**config.mk**
```make
export PLATFORM = sky130hd
export DESIGN_NAME = pet_action_scheduler
export DESIGN_NICKNAME = d
export VERILOG_FILES = /design/src/rtl/pet_pkg.sv /design/src/rtl/pet_tick_gen.sv /design/src/rtl/pet_action_scheduler.sv
export SDC_FILE = /design/constraint.sdc
export NUM_CORES = 1
export LEC_CHECK = 0
export CAP_MARGIN = 15
export CELL_PAD_IN_SITES_DETAIL_PLACEMENT = 0
export CELL_PAD_IN_SITES_GLOBAL_PLACEMENT = 1
export CORE_UTILIZATION = 40
export CTS_CLUSTER_DIAMETER = 200
export CTS_CLUSTER_SIZE = 28
export DETAILED_ROUTE_END_ITERATION = 10
export PLACE_DENSITY_LB_ADDON = 0.3
export SYNTH_ARGS = -nofsm -noshare
export SYNTH_HDL_FRONTEND = slang
export SYNTH_SLANG_ARGS = --single-unit
```
**constraint.sdc**
```tcl
create_clock -name clk -period 5.3 [get_ports clk]
set_input_delay 0.53 -clock clk [delete_from_list [all_inputs] [get_ports clk]]
set_output_delay 0.53 -clock clk [all_outputs]
set_load 0.03 [all_outputs]
```
**src/rtl/pet_pkg.sv**
```systemverilog
// Shared types and helpers for the pet care blocks: mood and FSM encodings,
// default stat ceiling and the saturating add/sub used on every stat.
package pet_pkg;

  localparam int LVL_MAX_DEF = 7;
  localparam int SAT_W       = 16;

  typedef enum logic [1:0] {
    MOOD_HAPPY  = 2'b00,
    MOOD_HUNGRY = 2'b01,
    MOOD_SICK   = 2'b10,
    MOOD_DEAD   = 2'b11
  } mood_e;

  typedef enum logic [2:0] {
    ST_IDLE = 3'd0,
    ST_FEED = 3'd1,
    ST_HEAL = 3'd2,
    ST_COOL = 3'd3,
    ST_DEAD = 3'd4
  } state_e;

  typedef enum logic {
    SRC_FOOD = 1'b0,
    SRC_HEAL = 1'b1
  } src_e;

  // Result is clamped to [0, max]; one extra bit keeps the add carry visible.
  function automatic logic [SAT_W-1:0] sat_addsub(input logic [SAT_W-1:0] a,
                                                  input logic [SAT_W-1:0] b,
                                                  input logic             sub,
                                                  input logic [SAT_W-1:0] max);
    logic [SAT_W:0] r;
    if (sub) begin
      r = (a >= b) ? {1'b0, a - b} : '0;
    end else begin
      r = {1'b0, a} + {1'b0, b};
      if (r > {1'b0, max}) r = {1'b0, max};
    end
    return r[SAT_W-1:0];
  endfunction

endpackage

```
**src/rtl/pet_tick_gen.sv**
```systemverilog
// Decay prescaler: one-cycle tick every CLK_HZ*TICK_SEC cycles, or a
// TEST_DIV-times shorter period while test mode is on.
module pet_tick_gen #(
  parameter int CLK_HZ   = 50000000,
  parameter int TICK_SEC = 10,
  parameter int TEST_DIV = 10
) (
  input  logic clk,
  input  logic rst,
  input  logic en_i,
  input  logic test_i,
  input  logic clr_i,
  output logic tick_o
);

  localparam int P_RAW  = CLK_HZ * TICK_SEC;
  localparam int P_NORM = (P_RAW < 1) ? 1 : P_RAW;
  localparam int P_TEST = (P_NORM / TEST_DIV < 1) ? 1 : P_NORM / TEST_DIV;
  localparam int TW     = (P_NORM > 1) ? $clog2(P_NORM) : 1;

  logic [TW-1:0] cnt_q, cnt_d, term;

  assign term   = test_i ? TW'(P_TEST - 1) : TW'(P_NORM - 1);
  // >= rather than == so a count left over from the long period still wraps.
  assign tick_o = en_i & ~clr_i & (cnt_q >= term);

  always_comb begin
    cnt_d = cnt_q;
    if (clr_i)     cnt_d = '0;
    else if (en_i) cnt_d = (cnt_q >= term) ? '0 : cnt_q + 1'b1;
  end

  always_ff @(posedge clk or negedge rst) begin
    if (!rst) cnt_q <= '0;
    else      cnt_q <= cnt_d;
  end

endmodule

```
**src/rtl/pet_action_scheduler.sv**
```systemverilog
// Pet action scheduler: button press latching, round-robin food/heal service
// with cooldown, periodic stat decay and registered mood.
module pet_action_scheduler import pet_pkg::*; #(
  parameter int CLK_HZ       = 50000000,
  parameter int TICK_SEC     = 10,
  parameter int TEST_DIV     = 10,
  parameter int COOLDOWN_CYC = 25000000,
  parameter int LVL_MAX      = LVL_MAX_DEF,
  parameter int STEP         = 2,
  localparam int W           = $clog2(LVL_MAX + 1)
) (
  input  logic         clk,
  input  logic         rst,
  input  logic         food_n,
  input  logic         heal_n,
  input  logic         test_n,
  output logic [W-1:0] food_lvl,
  output logic [W-1:0] health_lvl,
  output logic [1:0]   mood,
  output logic         busy,
  output logic         ack_food,
  output logic         ack_heal,
  output logic         test_active
);

  localparam int COOL_NORM = (COOLDOWN_CYC < 1) ? 1 : COOLDOWN_CYC;
  localparam int COOL_TEST = (COOL_NORM / TEST_DIV < 1) ? 1 : COOL_NORM / TEST_DIV;
  localparam int CW        = $clog2(COOL_NORM + 1);
  localparam logic [W:0] LOW_THR = (W + 1)'(2);

  state_e        state_q, state_d;
  src_e          last_q, last_d;
  mood_e         mood_q, mood_d;
  logic          food_prev_q, heal_prev_q, test_prev_q;
  logic          food_press, heal_press, test_press;
  logic          pend_food_q, pend_food_d, pend_heal_q, pend_heal_d;
  logic          test_q;
  logic [CW-1:0] cool_q, cool_d, cool_term;
  logic [W-1:0]  food_q, food_d, food_dec, health_q, health_d, health_dec;
  logic          tick;

  assign food_press = food_prev_q & ~food_n;
  assign heal_press = heal_prev_q & ~heal_n;
  assign test_press = test_prev_q & ~test_n;

  pet_tick_gen #(
    .CLK_HZ  (CLK_HZ),
    .TICK_SEC(TICK_SEC),
    .TEST_DIV(TEST_DIV)
  ) u_tick (
    .clk   (clk),
    .rst   (rst),
    .en_i  (state_q != ST_DEAD),
    .test_i(test_q),
    .clr_i (test_press),
    .tick_o(tick)
  );

  // Decay first, then the action's add lands on the decayed value.
  always_comb begin
    food_dec   = food_q;
    health_dec = health_q;
    if (tick) begin
      food_dec = W'(sat_addsub(SAT_W'(food_q), SAT_W'(1), 1'b1, SAT_W'(LVL_MAX)));
      if (food_q == '0)
        health_dec = W'(sat_addsub(SAT_W'(health_q), SAT_W'(1), 1'b1, SAT_W'(LVL_MAX)));
    end
    food_d   = food_dec;
    health_d = health_dec;
    if (state_q == ST_FEED)
      food_d = W'(sat_addsub(SAT_W'(food_dec), SAT_W'(STEP), 1'b0, SAT_W'(LVL_MAX)));
    if (state_q == ST_HEAL)
      health_d = W'(sat_addsub(SAT_W'(health_dec), SAT_W'(STEP), 1'b0, SAT_W'(LVL_MAX)));
  end

  assign cool_term = test_q ? CW'(COOL_TEST - 1) : CW'(COOL_NORM - 1);

  always_comb begin
    state_d = state_q;
    last_d  = last_q;
    cool_d  = cool_q;
    case (state_q)
      ST_IDLE: begin
        if (health_q == '0)                 state_d = ST_DEAD;
        else if (pend_food_q && pend_heal_q) state_d = (last_q == SRC_HEAL) ? ST_FEED : ST_HEAL;
        else if (pend_food_q)               state_d = ST_FEED;
        else if (pend_heal_q)               state_d = ST_HEAL;
      end
      ST_FEED: begin
        last_d  = SRC_FOOD;
        cool_d  = '0;
        state_d = ST_COOL;
      end
      ST_HEAL: begin
        last_d  = SRC_HEAL;
        cool_d  = '0;
        state_d = ST_COOL;
      end
      ST_COOL: begin
        if (health_d == '0) begin
          state_d = ST_DEAD;
        end else if (cool_q >= cool_term) begin
          state_d = ST_IDLE;
          cool_d  = '0;
        end else begin
          cool_d  = cool_q + 1'b1;
        end
      end
      ST_DEAD: state_d = ST_DEAD;
      default: state_d = ST_IDLE;
    endcase
  end

  // A press on an already-set bit is simply absorbed; serving clears it.
  always_comb begin
    pend_food_d = pend_food_q | food_press;
    pend_heal_d = pend_heal_q | heal_press;
    if (state_q == ST_FEED) pend_food_d = 1'b0;
    if (state_q == ST_HEAL) pend_heal_d = 1'b0;
    if (state_d == ST_DEAD) begin
      pend_food_d = 1'b0;
      pend_heal_d = 1'b0;
    end
  end

  always_comb begin
    mood_d = MOOD_HAPPY;
    if (health_d == '0)                    mood_d = MOOD_DEAD;
    else if ({1'b0, health_d} <= LOW_THR)  mood_d = MOOD_SICK;
    else if ({1'b0, food_d} <= LOW_THR)    mood_d = MOOD_HUNGRY;
  end

  always_ff @(posedge clk or negedge rst) begin
    if (!rst) begin
      state_q     <= ST_IDLE;
      last_q      <= SRC_HEAL;
      mood_q      <= MOOD_HAPPY;
      food_prev_q <= 1'b1;
      heal_prev_q <= 1'b1;
      test_prev_q <= 1'b1;
      pend_food_q <= 1'b0;
      pend_heal_q <= 1'b0;
      test_q      <= 1'b0;
      cool_q      <= '0;
      food_q      <= W'(LVL_MAX);
      health_q    <= W'(LVL_MAX);
    end else begin
      state_q     <= state_d;
      last_q      <= last_d;
      mood_q      <= mood_d;
      food_prev_q <= food_n;
      heal_prev_q <= heal_n;
      test_prev_q <= test_n;
      pend_food_q <= pend_food_d;
      pend_heal_q <= pend_heal_d;
      test_q      <= test_q ^ test_press;
      cool_q      <= cool_d;
      food_q      <= food_d;
      health_q    <= health_d;
    end
  end

  assign food_lvl    = food_q;
  assign health_lvl  = health_q;
  assign mood        = mood_q;
  assign busy        = (state_q == ST_FEED) || (state_q == ST_HEAL) || (state_q == ST_COOL);
  assign ack_food    = (state_q == ST_FEED);
  assign ack_heal    = (state_q == ST_HEAL);
  assign test_active = test_q;

endmodule

```
[Word-level counts from Yosys, hierarchy flattened]
Cells that the tools add are included.
Storage, ports and cells
  logic and storage cells: 91
  input bits: 5
  register bits after elaboration: 72
Operators by class
  $lt $le $gt $ge: 8
  equality and inequality tests: 7
  muxes and demuxes: 33
  bitwise logic cells: 12
  reduce and logical (&&, ||, !) cells: 12
  add/sub/neg operators: 6
Operator list (count)
  $mux 29: 4
  $mux 25: 3
  $pmux 25 s2: 1
  $mux 3: 15
  $add 29x1->29 const B: 1
  $ge 29x29->1: 1
  $add 25x1->25 const B: 1
  $ge 25x25->1: 1
  $logic_not 3->1: 4
  $pmux 3 s4: 1
  $add 3x2->4 const B: 2
  $gt 4x3->1 const B: 2
  $eq 3x2->1 const B: 2
  $eq 3x3->1 const B: 2
  $ge 3x1->1 const B: 2
  $le 3x2->1 const B: 2
  $mux 2: 3
  $reduce_bool 2->1: 3
  $sub 3x1->3 const B: 2
  $and 1x1->1: 5
  $mux 1: 5
  $not 1->1: 4
  $eq 3x1->1 const B: 1
  $ne 3x3->1 const B: 1
  8 further kinds: 10

[Longest topological paths before layout]
Gate-level depths: netlist of run 1.
  word-level depth: 15
  mapped depth: 12
  mapped depth without buffers: 10

[Modules after synthesis]
A second synthesis of run 1 with hierarchy kept.
Second synthesis, totals
  cell total of the unflattened synthesis: 569
  area total of the unflattened synthesis: 4996.0 um^2
Modules (own cells, without submodules)
  pet_action_scheduler: times used 1, area an instance 2766.4 um^2, cells an instance 310
  pet_tick_gen: times used 1, area an instance 2229.6 um^2, cells an instance 259

[Worst setup path after synthesis of run 1]
Ideal clock, no wire load.
  path type: reg-to-reg
  start point: register test_q, in the netlist test_active
  end point: register cool_q[22]
  period minus slack after synthesis: 4.098 ns
  required time: 5.174 ns
  setup slack: 1.202 ns
  data arrival time: 3.972 ns
  cell stages (with the launch flop): 13
  path through: dfrtp_1 > inv_1 > ha_1 > nand4bb_1 > a2111oi_2 > o311ai_4 > a21oi_2 > mux2_4 > o41a_1 > buf_6 > buf_6 > and3_1 > a221o_1
On the way
  longest elaborated chain between the ends: 11
  elaborated cells between the ends (all ways): 16
  those cells by class: 1 x add/sub; 3 x order compare; 1 x eq/ne; 8 x mux; 1 x bitwise; 2 x reduce/logical
Ends and longest elaborated chain
  start, declared: RTL line pet_action_scheduler.sv:37  | logic test_q;
  start signal, assigned: RTL line pet_action_scheduler.sv:156  | test_q <= test_q ^ test_press;
  $mux 29: RTL line pet_tick_gen.sv:23  | assign term = test_i ? TW'(P_TEST - 1) : TW'(P_NORM - 1);
  $ge 29x29->1: RTL line pet_tick_gen.sv:25  | assign tick_o = en_i & ~clr_i & (cnt_q >= term);
  $and 1x1->1: RTL line pet_tick_gen.sv:25
  $mux 3: RTL line pet_action_scheduler.sv:63  | if (tick) begin
  $add 3x2->4: RTL line pet_pkg.sv:37  | r = {1'b0, a} + {1'b0, b};
  $gt 4x3->1: RTL line pet_pkg.sv:38  | if (r > {1'b0, max}) r = {1'b0, max};
  $mux 3: RTL line pet_pkg.sv:38
  $mux 3: RTL line pet_action_scheduler.sv:72  | if (state_q == ST_HEAL)
  $logic_not 3->1: RTL line pet_action_scheduler.sv:100  | if (health_d == '0) begin
  $ne 2x2->1 (no source line)
  $reduce_and 2->1 (no source line)
  end signal, assigned: RTL line pet_action_scheduler.sv:157  | cool_q <= cool_d;
  end, declared: RTL line pet_action_scheduler.sv:38  | logic [CW-1:0] cool_q, cool_d, cool_term;
Parallel ways exist; a longest one is shown, timed or not. The select of a mux whose other input is x is not followed.
A chain may end at the register's enable or synchronous reset.

[Final worst setup path of run 1]
  start point: register test_q, in the netlist test_active
  end point: register cool_q[2]
Same word-level chain as after synthesis.

==> results of run 1 <==
logic make-up after synthesis:
kind of cell,share of synthesized area
xor+xnor,0.009368
buf+inv,0.03559
simple gates,0.2419
mux,0.02408
flops,0.3880
compound gates,0.2074
fa+ha+maj,0.09366
flip-flops by register name, summed over array words and instances (netlist names):
name and flops:
health_lvl 3, pend_food_q 1, test_prev_q 1, pend_heal_q 1
last_q 1, state_q 3, u_tick.cnt_q 29, food_lvl 3
mood 2, cool_q 25, heal_prev_q 1, test_active 1
food_prev_q 1
per-stage QoR:
step / cells / hold WS (ns) / power, W
floorplan: 516 / 0.2344 / 0.001092
global placement: 663 / 0.4535 / 0.001239
detailed placement: 663 / 0.4637 / 0.001262
CTS: 679 / 0.3618 / 0.001844
global route: 679 / 0.4092 / 0.001945
finish: 679 / 0.3171 / 0.001820
final timing paths:
path / from / cells past startpoint / to
setup / recovery: test_active / 11 / cool_q[2]
hold / removal: rst / 1 / u_tick.cnt_q[13]
setup reg to reg: test_active / 11 / cool_q[2]
hold reg to reg: last_q / 2 / last_q
max in group asynchronous: rst / 1 / cool_q[8]
min in group clk: last_q / 2 / last_q
critical path: cells and delay by family, from the launching register on:
| kind | cells | cell delay [ns] |
|---|---|---|
| AO/OA/AOI/OAI | 5 | 1.67 |
| multiplexers | 1 | 0.33 |
| adder cells (fa/ha/maj) | 1 | 0.38 |
| flip-flops | 1 | 0.59 |
| buffers and inverters | 2 | 0.56 |
| AND/OR/NAND/NOR | 2 | 0.39 |
power by group through the flow:
stage               Sequential [W]  Clock (W)  Combinational, W
global route              0.000752   0.000609          0.000584
floorplan                 0.000772          0          0.000320
finish                    0.000735   0.000571          0.000514
global placement          0.000740          0          0.000499
detailed placement        0.000745          0          0.000517
CTS                       0.000735   0.000589          0.000519
cells in the mapped netlist, types with 7 or more instances:
library cell	instances	area share
inv_1	21	0.017
a221o_1	20	0.043
o31ai_1	15	0.024
or2_2	7	0.0094
ha_1	35	0.094
nand3_1	21	0.022
a21oi_1	17	0.018
nor2_1	55	0.044
dfstp_2	10	0.056
nand4_1	15	0.020
dfrtp_1	62	0.33
and2_1	7	0.0094
nand2_1	46	0.037
o21ai_0	47	0.050
and3_1	29	0.039
clkbuf_1	9	0.0072
metal layers:
layer	up-vias	wire (um)	global-route usage
met1	1866	5332	0.2607
met5	-	0	0
met4	0	119	0.06109
met2	38	4702	0.2973
li1	1959	-	-
met3	8	217	0.04644
layout make-up:
class | instances | area [um^2]
Timing Repair Buffer | 20 | 187.7
Clock inverter | 3 | 17.52
Clock buffer | 13 | 260.3
Multi-Input combinational cell | 407 | 2695
Sequential cell | 72 | 1814
Tap cell | 143 | 178.9
Inverter | 21 | 78.83
Fill cell | 1154 | 6186
==> impl_results.md, run 1 <==
- Run status: finished, final reports clean
- Source-to-sink clock delay at the later pin of the worst-skew pair: 0.34 ns
- Leading cell type in the layout, fill and taps excluded: dfrtp_1
- Number of antenna violations at the first check in global routing: 0
- Via count of the first global-routing pass: 3708
- Nets: 571
- Switching Power: 0.0006235 W
- Reg2reg setup slack: 1.23 ns
- Die W: between 100 and 150 um
- Final instance area: 5233 um^2
- Post-layout min period: 4.073 ns
- All-layer global routing usage: 0.1909
- Delay of the slowest critical-path stage: 0.59 ns
- TritonCTS buffer count: 9
- Sink count of the clock tree: 72
- Layout area overhead: 11.91%
- Routed length per instance: 15.27 um
- Max-slew violation count: 0
- Die Ht: around 110 um
- Max Clk Rate: roughly 250 MHz
- Cell with the largest stage delay on the worst path: dfrtp_1
- Leak Pwr: roughly 2.4 nW
- Internal Dissipation: 0.001197 W
- Clock group share of total power: 0.314
- Post-synth cell types: 60
- Critical path fanouts, max: 46
- Commonest cells after routing, fill and taps aside: dfrtp_1 (62), nor2_1 (55), o21ai_0 (47)
- Combinational group share of total power: 0.282
- Global-route wire length before repair: 17.81 mm
- Pre-CTS worst setup slack: 1.213 ns
- Transition time of the tightest slew-check pin: 0.9867 ns
- Number of port buffers: 16
- Core Area: ~11000 um^2
- Antenna cell count: 0
- Critical-path cell list: inv_1 > ha_1 > nand4bb_1 > a2111oi_2 > o311ai_4 > a21oi_2 > mux2_4 > o41a_1 > buf_4 > and3b_1 > a221o_1
- Proportion of register bits with asynchronous set or reset after synthesis: 1.000
- Seq cells post-synth: 72
- Part of the cycle the worst path needs: 0.7684
- Slack of the critical path: 1.227 ns
- FP Rows: 39
- TritonCTS clock tree: done
- DR DRC count: 0
- Post-Syn Instances: 516
- Post-route setup TNS: 0 ns
- H-tree depth: 3
- Synthesized area per cell: 9.062 um^2
- Initial DRC count: between 150 and 200
- Flop pwr share: 0.404
- Areal power density over the cells: ~350 nW/um^2
- Placed wire-length estimate after detailed placement: 7.175 mm
- Area of the mapped netlist: 4676 um^2
- Count of nets left with antenna violations after detail routing: 0
- Maximum number of pins on one net before global-route repair: 73
- Number of buffers on the longest clock path: 2
- Die Area: ~12000 um^2
- Placed cell area: 4955 um^2
- Count of flip-flops with a built-in enable after synthesis: 0
- Overflow left after global routing: 0
- Number of buffers added to fix hold violations after cts: 0
- Worst ir drop on vdd: around 0.21 mV
- Avg Vias per Cell: 5.701
- Synthesized netlist net count: 556
- Ratio of cells with drive above 1 in the final layout: 0.08769
- Yosys synthesis warning count: 0
- Required time of the critical path: 5.52 ns
- Number of setup buffers added after CTS: 0
- Number of max-cap violations: 0
- Setup skew after layout: 0.008631 ns
- Number of top-level pins: 17
- Max-slew headroom at the worst pin: 0.3422
- Main synth FF type: dfrtp_1
- Total Wirelength: 10.37 mm
- Clk root buf: clkbuf_16
- Kind of critical path: flop to flop
- Final setup viols: 0
- Final cell utilization of the core: 0.4583
- Sequential area share after synthesis: 0.3880
- Worst endpoint data arrival time: 4.29 ns
- Final Hold Violating Endpoints: 0
- Effective utilization at floorplan: 0.4095
- CTS-repair resized insts: 0
- GPL Wtd Cong: 0.7822
- Clock-pin slew of the registers on the worst-case setup and hold paths: 0.06 ns
- Switching power as a share of total power: 0.3426
- Hold/Removal Path Class: input port to asynchronous set/reset pin
- Via count: 3871
- Critical path startpoint category: flop
- Number of iterations in the first detailed-routing pass: 4
- Setup repair after global routing missed its margin: false
- Nature of the critical path endpoint: flop
(Power assumes the default switching activity.)
==> run 2: changes to the inputs <==
==> constraint.sdc (replaced) <==
create_clock -name clk -period 3.4 [get_ports clk]
set_input_delay 0.34 -clock clk [delete_from_list [all_inputs] [get_ports clk]]
set_output_delay 0.34 -clock clk [all_outputs]
set_load 0.03 [all_outputs]
==> impl_results.md, run 2 (synthesis results as in run 1) <==
- Register name with the most flops: u_tick.cnt_q
- Effective utilization at floorplan: 0.4095 (unchanged)
- Final Hold Violating Endpoints: 0 (unchanged)
- Die Ht: 110.1 um (unchanged)
- Leading cell type in the layout, fill and taps excluded: dfrtp_1
- Areal power density over the cells: 566.4 nW/um^2 (+63%)
- Avg Vias per Cell: 5.764 (+1.1%)
- Transition time of the tightest slew-check pin: 0.9884 ns (+0.001683 ns)
- Switching Power: 0.001031 W (+65%)
- FP Rows: 39 (unchanged)
- Maximum number of pins on one net before global-route repair: 73 (unchanged)
- Number of port buffers: 16 (unchanged)
- Nature of the critical path endpoint: flop
- Post-layout min period: 3.345 ns (-0.7281 ns)
- Hold/Removal Path Class: input port to asynchronous set/reset pin
- Number of iterations in the first detailed-routing pass: 4 (unchanged)
- Source-to-sink clock delay at the later pin of the worst-skew pair: 0.34 ns (about the same)
- Placed wire-length estimate after detailed placement: 7.444 mm (+3.7%)
- Max-slew headroom at the worst pin: 0.3411 (-0.001122)
- Count of nets left with antenna violations after detail routing: 0 (unchanged)
- Max Clk Rate: 299.0 MHz (+22%)
- Internal Dissipation: 0.002097 W (+75%)
- Number of antenna violations at the first check in global routing: 0 (unchanged)
- Combinational group share of total power: 0.289 (+0.007)
- DR DRC count: 0 (unchanged)
- Max-slew violation count: 0 (unchanged)
- Core Area: 11420 um^2 (unchanged)
- Layout area overhead: 18.09%
- Number of buffers on the longest clock path: 2 (unchanged)
- Via count: 4012 (+3.6%)
- Leak Pwr: 2.558 nW (+5.9%)
- Sink count of the clock tree: 72 (unchanged)
- Setup repair after global routing missed its margin: true
- Clock group share of total power: 0.345 (+0.031)
- Part of the cycle the worst path needs: 0.9837 (+0.2153)
- Critical path startpoint category: flop
- Final hold slack: 0.1106 ns (-0.2065 ns)
- Ratio of cells with drive above 1 in the final layout: 0.1356 (+0.04794)
- Global-route wire length before repair: 18.33 mm (+2.9%)
- Required time of the critical path: 3.62 ns (-1.90 ns)
- TritonCTS buffer count: 9 (unchanged)
- Critical path fanouts, max: 25 (-46%)
- GPL Wtd Cong: 0.7930 (+1.4%)
- Pre-CTS worst setup slack: 0.03734 ns (-1.175 ns)
- Placed cells: 679 (+2.4%)
- Antenna cell count: 0 (unchanged)
- Overflow left after global routing: 0 (unchanged)
- Via count of the first global-routing pass: 3836 (+3.5%)
- Number of max-cap violations: 0 (unchanged)
- Die Area: 12130 um^2 (unchanged)
- Clock-pin slew of the registers on the worst-case setup and hold paths: 0.06 ns (about the same)
- Flop pwr share: 0.367 (-0.037)
- Max FFs per register: 29 (unchanged)
- Final setup viols: 0 (unchanged)
- Number of top-level pins: 17 (unchanged)
- Setup skew after layout: 0.007171 ns (-0.001460 ns)
- Clk root buf: clkbuf_16
- Switching power as a share of total power: 0.3295 (-0.01303)
- Slack of the critical path: 0.05531 ns (-1.172 ns)
- Total design power: 0.003127 W (+72%)
- Nets: 588 (+3.0%)
- H-tree depth: 3 (unchanged)
- Regs by FF count: u_tick.cnt_q: 29 flops, cool_q: 25 flops
- Commonest cells after routing, fill and taps aside: dfrtp_1 (61), nor2_1 (55), o21ai_0 (47)
- Worst endpoint data arrival time: 3.57 ns (-0.72 ns)
- Initial DRC count: 206 (+5.1%)
- TritonCTS clock tree: done
- Total Wirelength: 10.75 mm (+3.6%)
- Post-route setup TNS: 0 ns (unchanged)
- Die W: 110.1 um (unchanged)
- Kind of critical path: flop to flop
- Non-filler instance count after layout: 696 (+2.5%)
- All-layer global routing usage: 0.1947 (+0.003785)
- Worst ir drop on vdd: 0.4637 mV (+120%)
- Run status: finished, final reports clean
- Routed length per instance: 15.44 um (+1.1%)
run 2: power by group through the flow:
stage / Clock [W] / Sequential (W) / Combinational (W)
after floorplan: 0 / 0.00121 / 0.000531
after global placement: 0 / 0.00115 / 0.000856
after detailed placement: 0 / 0.00115 / 0.000894
after CTS: 0.00111 / 0.00114 / 0.000897
after global routing: 0.00113 / 0.00117 / 0.00102
final: 0.00108 / 0.00115 / 0.000903
run 2: final timing paths:
path / from / endpoint / slack (ns) / cells after the start
worst max register to register: test_active / cool_q[2] / 0.06 / 11
worst min-delay path: rst / u_tick.cnt_q[13] / 0.11 / 1
worst min register to register: last_q / last_q / 0.47 / 2
min in group clk: test_n / test_prev_q / 0.42 / 1
worst max-delay path: test_active / cool_q[2] / 0.06 / 11
max in group asynchronous: rst / test_active / 2.55 / 1
run 2: cell type report:
cell class                 instances  area (um^2)
multi-input combinational        407         2774
tap                              143        178.9
fill                            1096         5897
sequential                        72         1818
timing repair buffer              37        327.8
clock buffer                      12        266.5
clock inverter                     4        73.82
inverter                          21        82.58
run 2: stage by stage:
step	instance area [um^2]	utilization
2_1_floorplan	4745	-
3_3_place_gp	5156	0.4516
3_5_place_dp	5156	0.4516
4_1_cts	5497	0.4814
5_1_grt	5522	0.4836
6_report	5522	0.4836
run 2: layer usage:
metal  wire length [um]  track usage  share of wire  up-vias
met5                  0            0              0        -
met4                146      0.05639          0.014        0
met3                280      0.04409          0.026       12
met2               4920       0.3170           0.46       45
met1               5399       0.2588           0.50     1954
li1                   -            -              -     2001
run 2: critical path, stage by stage, from the launching register on:
cell      delay (ns)
dfrtp_4         0.51
buf_4           0.18
ha_1            0.32
nand4_1         0.17
nor3_4          0.22
o311ai_4        0.17
a21oi_4         0.20
mux2_4          0.32
o41a_1          0.42
buf_4           0.22
and3b_1         0.20
a221o_1         0.26
run 2: what timing repair did:
item	CTS	global route
setup endpoints to repair	0	22
gates resized for setup	0	4
setup buffers	0	1
hold buffers	0	0
==> run 3: changes to the inputs <==
--- a/config.mk
+++ b/config.mk
@@ -12,6 +12,7 @@
 export CTS_CLUSTER_DIAMETER = 200
 export CTS_CLUSTER_SIZE = 28
 export DETAILED_ROUTE_END_ITERATION = 10
+export HOLD_SLACK_MARGIN = 0.12
 export PLACE_DENSITY_LB_ADDON = 0.3
 export SYNTH_ARGS = -nofsm -noshare
 export SYNTH_HDL_FRONTEND = slang
==> results of run 3 <==
Same layout as run 2: the final DEF is identical, and so are final timing and power.
